`src/rtl/if_pkg.sv`:
```
// Shared types and constants for the instruction-fetch stage.
//   fetch_state_t : fetch sequencer states
//   if_id_t       : contents of the IF/ID pipeline register
package if_pkg;
  localparam int unsigned INSTR_W = 32;
  localparam logic [INSTR_W-1:0] NOP_INSTR_DEFAULT = 32'h0000_0000;
  localparam logic [INSTR_W-1:0] RESET_PC_DEFAULT  = 32'h0000_0000;

  typedef enum logic [1:0] {
    BOOT   = 2'd0,
    RUN    = 2'd1,
    HALTED = 2'd2
  } fetch_state_t;

  typedef struct packed {
    logic [INSTR_W-1:0] instr;
    logic [INSTR_W-1:0] pc;
    logic [INSTR_W-1:0] pc_plus4;
    logic               valid;
  } if_id_t;
endpackage

```
`src/rtl/if_id_reg.sv`:
```
// Inter-stage pipeline register with load / hold / flush control.
//   clk, rst  : clock, async active-low reset
//   load_i    : capture d_i
//   flush_i   : replace contents with a bubble (wins over load_i)
//   d_i, q_o  : register input / output
// Neither load nor flush means hold, which is how a stall is realised.
module if_id_reg
  import if_pkg::*;
#(
  parameter logic [INSTR_W-1:0] NOP_INSTR = NOP_INSTR_DEFAULT
) (
  input  logic   clk,
  input  logic   rst,
  input  logic   load_i,
  input  logic   flush_i,
  input  if_id_t d_i,
  output if_id_t q_o
);
  if_id_t bubble;
  if_id_t q_q;

  always_comb begin
    bubble          = '0;
    bubble.instr    = NOP_INSTR;
  end

  always_ff @(posedge clk or negedge rst) begin
    if (!rst)         q_q <= bubble;
    else if (flush_i) q_q <= bubble;
    else if (load_i)  q_q <= d_i;
  end

  assign q_o = q_q;
endmodule

```
`src/rtl/fetch_pc_unit.sv`:
```
// IF stage: owns the PC, addresses instruction memory and fills IF/ID.
//   clk, rst              : clock, async active-low reset
//   stall                 : hold PC and IF/ID
//   redirect, redirect_pc : taken branch/jump target (word aligned here)
//   halt_req              : stop fetching; only redirect or reset resumes
//   imem_addr             : byte address to instruction memory (= pc)
//   imem_instruction      : zero-latency read data for imem_addr
//   if_id_*               : IF/ID register outputs
//   fetch_count           : instructions accepted into IF/ID since reset
//   halted                : high while in HALTED
module fetch_pc_unit
  import if_pkg::*;
#(
  parameter logic [31:0] RESET_PC  = RESET_PC_DEFAULT,
  parameter logic [31:0] NOP_INSTR = NOP_INSTR_DEFAULT,
  parameter int unsigned CNT_W     = 32
) (
  input  logic             clk,
  input  logic             rst,
  input  logic             stall,
  input  logic             redirect,
  input  logic [31:0]      redirect_pc,
  input  logic             halt_req,
  output logic [31:0]      imem_addr,
  input  logic [31:0]      imem_instruction,
  output logic [31:0]      if_id_instr,
  output logic [31:0]      if_id_pc,
  output logic [31:0]      if_id_pc_plus4,
  output logic             if_id_valid,
  output logic [CNT_W-1:0] fetch_count,
  output logic             halted
);
  fetch_state_t     state_q, state_d;
  logic [31:0]      pc_q, pc_d;
  logic [CNT_W-1:0] cnt_q, cnt_d;
  logic             load, flush;
  logic [31:0]      pc_plus4, target;
  if_id_t           if_id_d, if_id_q;

  assign pc_plus4 = pc_q + 32'd4;            // wraps modulo 2^32
  assign target   = {redirect_pc[31:2], 2'b00};

  always_comb begin
    state_d = state_q;
    pc_d    = pc_q;
    cnt_d   = cnt_q;
    load    = 1'b0;
    flush   = 1'b0;
    case (state_q)
      BOOT: begin
        // Memory settling cycle: inputs ignored, IF/ID kept a bubble.
        flush   = 1'b1;
        state_d = RUN;
      end
      RUN: begin
        if (redirect) begin
          pc_d  = target;
          flush = 1'b1;
        end else if (halt_req) begin
          flush   = 1'b1;
          state_d = HALTED;
        end else if (!stall) begin
          load  = 1'b1;
          pc_d  = pc_plus4;
          cnt_d = cnt_q + 1'b1;
        end
      end
      HALTED: begin
        flush = 1'b1;
        if (redirect) begin
          pc_d    = target;
          state_d = RUN;
        end
      end
      default: begin
        flush   = 1'b1;
        state_d = BOOT;
      end
    endcase
  end

  always_ff @(posedge clk or negedge rst) begin
    if (!rst) begin
      state_q <= BOOT;
      pc_q    <= RESET_PC;
      cnt_q   <= '0;
    end else begin
      state_q <= state_d;
      pc_q    <= pc_d;
      cnt_q   <= cnt_d;
    end
  end

  always_comb begin
    if_id_d          = '0;
    if_id_d.instr    = imem_instruction;
    if_id_d.pc       = pc_q;
    if_id_d.pc_plus4 = pc_plus4;
    if_id_d.valid    = 1'b1;
  end

  if_id_reg #(.NOP_INSTR(NOP_INSTR)) u_if_id (
    .clk     (clk),
    .rst     (rst),
    .load_i  (load),
    .flush_i (flush),
    .d_i     (if_id_d),
    .q_o     (if_id_q)
  );

  assign imem_addr      = pc_q;
  assign if_id_instr    = if_id_q.instr;
  assign if_id_pc       = if_id_q.pc;
  assign if_id_pc_plus4 = if_id_q.pc_plus4;
  assign if_id_valid    = if_id_q.valid;
  assign fetch_count    = cnt_q;
  assign halted         = (state_q == HALTED);
endmodule
```
`config.mk`:
```
export PLATFORM = sky130hd
export DESIGN_NAME = fetch_pc_unit
export DESIGN_NICKNAME = d
export VERILOG_FILES = /design/src/rtl/if_pkg.sv /design/src/rtl/if_id_reg.sv /design/src/rtl/fetch_pc_unit.sv
export SDC_FILE = /design/constraint.sdc
export NUM_CORES = 1
export LEC_CHECK = 0
export CAP_MARGIN = 0
export CORE_ASPECT_RATIO = 1.4
export CORE_MARGIN = 3
export CORE_UTILIZATION = 51
export DETAILED_ROUTE_END_ITERATION = 7
export GPL_ROUTABILITY_DRIVEN = 0
export GPL_TIMING_DRIVEN = 0
export PLACE_DENSITY_LB_ADDON = 0.1
export SLEW_MARGIN = 40
export SYNTH_ARGS = -nofsm -noshare
export SYNTH_HDL_FRONTEND = slang
export SYNTH_HIERARCHICAL = 1
export SYNTH_SLANG_ARGS = --single-unit
export TNS_END_PERCENT = 50
```
`constraint.sdc`:
```
create_clock -name clk -period 3.75 [get_ports clk]
set_input_delay 0.9375 -clock clk [delete_from_list [all_inputs] [get_ports clk]]
set_output_delay 0.9375 -clock clk [all_outputs]
set_load 0.005 [all_outputs]
```
# Word-level counts from Yosys, hierarchy flattened
# Cells that the tools add are included.
# Widths: inputs -> output; s select.
[word_totals]
out_inout_bits = 162
input_bits = 69
ff_bits = 163
[op_classes]
n_mux = 18
n_addsub = 2
reduce_logical = 6
eq_ne = 7
bitwise_logic = 3
[ops]
columns = ["op", "n"]
rows = [
  ["$mux 97", 2],
  ["$mux 32", 4],
  ["$pmux 32 s2", 1],
  ["$add 32x1->32 const B", 1],
  ["$add 32x3->32 const B", 1],
  ["$reduce_and 4->1", 2],
  ["$mux 1", 7],
  ["$mux 2", 3],
  ["$ne 2x2->1 const B", 3],
  ["$ne 3x3->1 const B", 2],
  ["$pmux 2 s3", 1],
  ["$reduce_bool 2->1", 2],
  ["$not 1->1", 3],
  ["$reduce_and 3->1", 1],
  ["$eq 2x1->1 const B", 1],
  ["$eq 2x2->1 const B", 1],
  ["$logic_not 2->1", 1],
]

# Depth between registers and ports, before layout
[depth]
depth_word = 6
ltp_mapped = 9

# Cells and area by module
# Netlist, hierarchy kept.
[modules_own_cells]
columns = ["mod", "area_per_inst_um2", "instances", "cells_each"]
rows = [
  ["if_id_reg", 3921.3, 1, 313],
  ["fetch_pc_unit", 3739.8, 1, 409],
]

# Least setup slack after synthesis
# No wires, ideal clock.
[synth_path]
path_type = "input-to-reg"
start = "in redirect"
end = "reg u_if_id.q_q, in the netlist u_if_id/q_o[95]"
t_arrival_ps = 2443
path_buffers = 3
slack_ps = 1175
path_stages = 8
cell_sequence = "nor4b_4 -> inv_2 -> nor2_1 -> buf_4 -> buf_8 -> buf_8 -> mux2i_1 -> nor2_1"
[synth_via]
elab_chain_cells = 3
elab_cells_between_ends = 6
classes_between = "mux (5); reduce/logical (1)"
[synth_lines]
columns = ["element", "line_no", "rtl"]
rows = [
  ["from (decl)", "fetch_pc_unit.sv:21", "input logic redirect,"],
  ["$mux 1 *", "fetch_pc_unit.sv:56", "if (redirect) begin"],
  ["$mux 1 *", "fetch_pc_unit.sv:49", "case (state_q)"],
  ["net flush", "fetch_pc_unit.sv:36", "logic load, flush;"],
  ["$mux 97 or $reduce_bool 2->1 (tied branches)", "-", ""],
  ["to (signal assigned)", "if_id_reg.sv:28", "if (!rst) q_q <= bubble;"],
  ["to (signal assigned)", "if_id_reg.sv:29", "else if (flush_i) q_q <= bubble;"],
  ["to (signal assigned)", "if_id_reg.sv:30", "else if (load_i) q_q <= d_i;"],
  ["to (decl)", "if_id_reg.sv:20", "if_id_t q_q;"],
]
# The timed path passes the listed nets; every way through them passes the cells marked *.
# A chain may end at the register's enable or synchronous reset.

# Final worst setup path
[layout_path]
start = "in redirect"
end = "reg u_if_id.q_q, in the netlist u_if_id/q_o[14]"
# Same word-level chain as after synthesis.

==> reports/qor.yml <==
status: "finished clean"
clk_path_buf_depth: 2
instances_no_fill: 1174
cts.sinks: 161
finalHoldViolations: 0
path_class: "input port to flop"
route.met2.wl_mm: 11.20
power.total_w: 0.005160
dieArea_sq_um: 16550
seq_area_sq_um: 4029
place_hpwl_mm: 15.86
port_buffers: 226
setup_violations: 0
grt_usage_pct: 26.42
max-slew-margin-rel_pct: 56.23
grt_max_degree: 59
drv_cap: 0
met3WireLength_mm: 1.874
hold_path.class: "input port to asynchronous set/reset pin"
hold_buffers: 0
grt_first_pass_wirelength_mm: 33.67
multi_input_area_sq_um: 3343
rsz0062_at_grt: "false"
num_rows: 52
drv_slew: 0
swShare_pct: 28.03
ys_seq_elements: 161
ios: 231
overflow: 0
area_growth_pct: 42.54
drc: 0
synth_area_sq_um: 7661
core-area_sq_um: 14570
synth_cells: 722
cp.required_ns: 4.03
antenna_found_initial: 0
end_kind: "flop"
num_vias: 6429
path_max_fanout: 10
fmax_ghz: 0.3224
p_leak_nw: 4.465
postSynth.asyncResetShare_pct: 100.0
viasPerCell: 5.476
synth_cell_types: 48
finalCritPeriodShare_pct: 82.72
clock_skew_ns: 0.01340
power_density_nw_per_um2: 472.5
die_height_microns: 151.0
root_buffer: "clkbuf_16"
synth-edff-count: 0
nets: 1045
peakVddDrop_mv: 0.3162
wl_per_cell_microns: 18.44
ys_seq_area_share_pct: 52.59
worstPathArrival_ns: 3.38
worstMarginPinSlew_ns: 0.6565
synthFlopType: "dfrtp_1"
r2r_slack_ns: 1.27
pwr-share-clk_pct: 38.6
ff2ff_path_depth: 8
antennaDiodeCount: 0
ys_warn_count: 6
synth_top_cell_by_area: "dfrtp_1"
syn_area_per_cell_sq_um: 10.61
power_frac_comb_pct: 20.2
path_clk_slew_ns: 0.06
r2r-end: "u_if_id/q_o[14]"
initial_utilization_pct: 52.57
internal_power_w: 0.003713
drive_above_1_share_pct: 6.396
critPathLaunchType: "input port"
die_w_microns: 109.6
p_sw_w: 0.001446
seqPwrFrac_pct: 41.2
drtAntennaViolNets: 0
grt_pass1_vias: 6367
wl_mm: 21.65
post-route-min-period_ns: 3.102
post-cts-setup-buffers: 0
synthTopCellsByArea: "dfrtp_1, mux2i_1, nor2_1"
wirelength_met1_mm: 8.130
synth_top_area_share_pct: 52.59
drtIter0Drc: 361
reg2reg_from: "state_q[1]"
cts_buffers: 17
top_layer_used: "met4"
cts_tree: "yes"
clk_latency_ns: 0.42
post_cts_resized: 0
h-tree-depth: 4
first_pass_iters: 5
dp_cells: 1144
nFillCells: 1057
## kinds of logic after synthesis
group	count (synthesis)	share of synthesized area [%]
AOI/OAI and AO/OA	79	6.794
and+or+nand+nor	261	16.22
buffers and inverters	58	4.050
adders and majority gates	2	0.3266
xor gates and xnor gates	59	6.843
muxes	100	13.08
other	2	0.09803
DFF	161	52.59
## power groups by stage
stage / Clock, W / Sequential [W] / Combinational, W
floorplan: 0 / 0.00208 / 0.000509
global placement: 0 / 0.00215 / 0.00101
detailed placement: 0 / 0.00215 / 0.00104
CTS: 0.00202 / 0.00212 / 0.00104
global route: 0.00210 / 0.00215 / 0.00113
finish: 0.00199 / 0.00213 / 0.00104
## cells in the mapped netlist (all sizes together), types with 6 or more instances
| cell | number |
|---|---|
| nand2 | 44 |
| o22ai | 16 |
| buf | 19 |
| a21oi | 23 |
| nor2 | 120 |
| mux2i | 99 |
| nand3 | 24 |
| o2bb2a | 6 |
| and3 | 15 |
| clkbuf | 27 |
| dfrtp | 161 |
| inv | 12 |
| nand4 | 22 |
| xnor2 | 47 |
| a2bb2oi | 7 |
| o21ai | 10 |
| nor3 | 14 |
| xor2 | 12 |
## state kept, by name, summed over array words and instances (netlist names)
signal and count:
state_q 2, u_if_id/q_o 97, imem_addr 30, fetch_count 32
## cells in the final DEF, fill, tap and decap left out, types with 4 or more instances in the layout
| cell | n |
|---|---|
| clkbuf_1 | 26 |
| dfrtp_1 | 161 |
| o21ai_0 | 10 |
| and3_1 | 14 |
| conb_1 | 7 |
| buf_8 | 5 |
| nor2b_1 | 4 |
| a21oi_1 | 23 |
| and4_1 | 4 |
| buf_2 | 4 |
| nand4_1 | 22 |
| bufinv_16 | 6 |
| clkdlybuf4s50_1 | 225 |
| nand3_1 | 24 |
| o22ai_1 | 16 |
| xor2_1 | 11 |
| o2bb2a_1 | 6 |
| buf_4 | 11 |
| xnor2_1 | 47 |
| and2_1 | 4 |
| inv_1 | 11 |
| clkbuf_16 | 17 |
| mux2i_1 | 99 |
| nor3_1 | 13 |
| nand2_1 | 44 |
| a2bb2oi_1 | 7 |
| nor2_1 | 119 |
## how the worst max path moves through the flow
stage	startpoint	to	slack, ns	cells past startpoint
2_1_floorplan	redirect	u_if_id/q_o[95]	1.18	8
3_3_place_gp	rst	u_if_id/q_o[33]	-4.97	1
3_5_place_dp	redirect	u_if_id/q_o[14]	-0.01	9
4_1_cts	redirect	u_if_id/q_o[14]	0.42	9
5_1_grt	redirect	u_if_id/q_o[4]	0.54	9
6_report	redirect	u_if_id/q_o[14]	0.65	9
## through the flow
step	cell area, sq um	TNS [ns]	hold WS (ns)	setup WS, ns	utilization (%)
CTS	10920	0	0.4392	0.4192	74.91
global placement	10180	-798.22	0.4614	-4.972	69.84
detailed placement	10240	-0.02010	0.4687	-0.01154	70.25
global route	10920	0	0.4481	0.5406	74.93
floorplan	7680	0	0.4647	1.175	-
finish	10920	0	0.4387	0.6481	74.93
## metal layers
metal / track usage [%] / vias up
li1: - / 2999
met1: 31.58 / 3113
met2: 46.39 / 288
met3: 6.482 / 29
met4: 8.484 / 0
met5: 0 / -
## final cells by class
type	instances	share of cell area (%)
Clock inverter	11	2.074
Tap cell	189	2.165
Buffer	46	2.429
Sequential cell	161	36.89
Inverter	12	0.4125
Multi-Input combinational cell	508	30.61
Clock buffer	19	4.148
Timing Repair Buffer	228	21.26
## critical path, stage by stage
cell and delay [ns]:
clkdlybuf4s50_1 0.55, nor4b_4 0.36, inv_2 0.12, nor2_2 0.44, buf_4 0.31, buf_8 0.19, buf_8 0.17, mux2i_1 0.23
nor2_1 0.06
No activity file was read; power rests on OpenSTA's default activity.
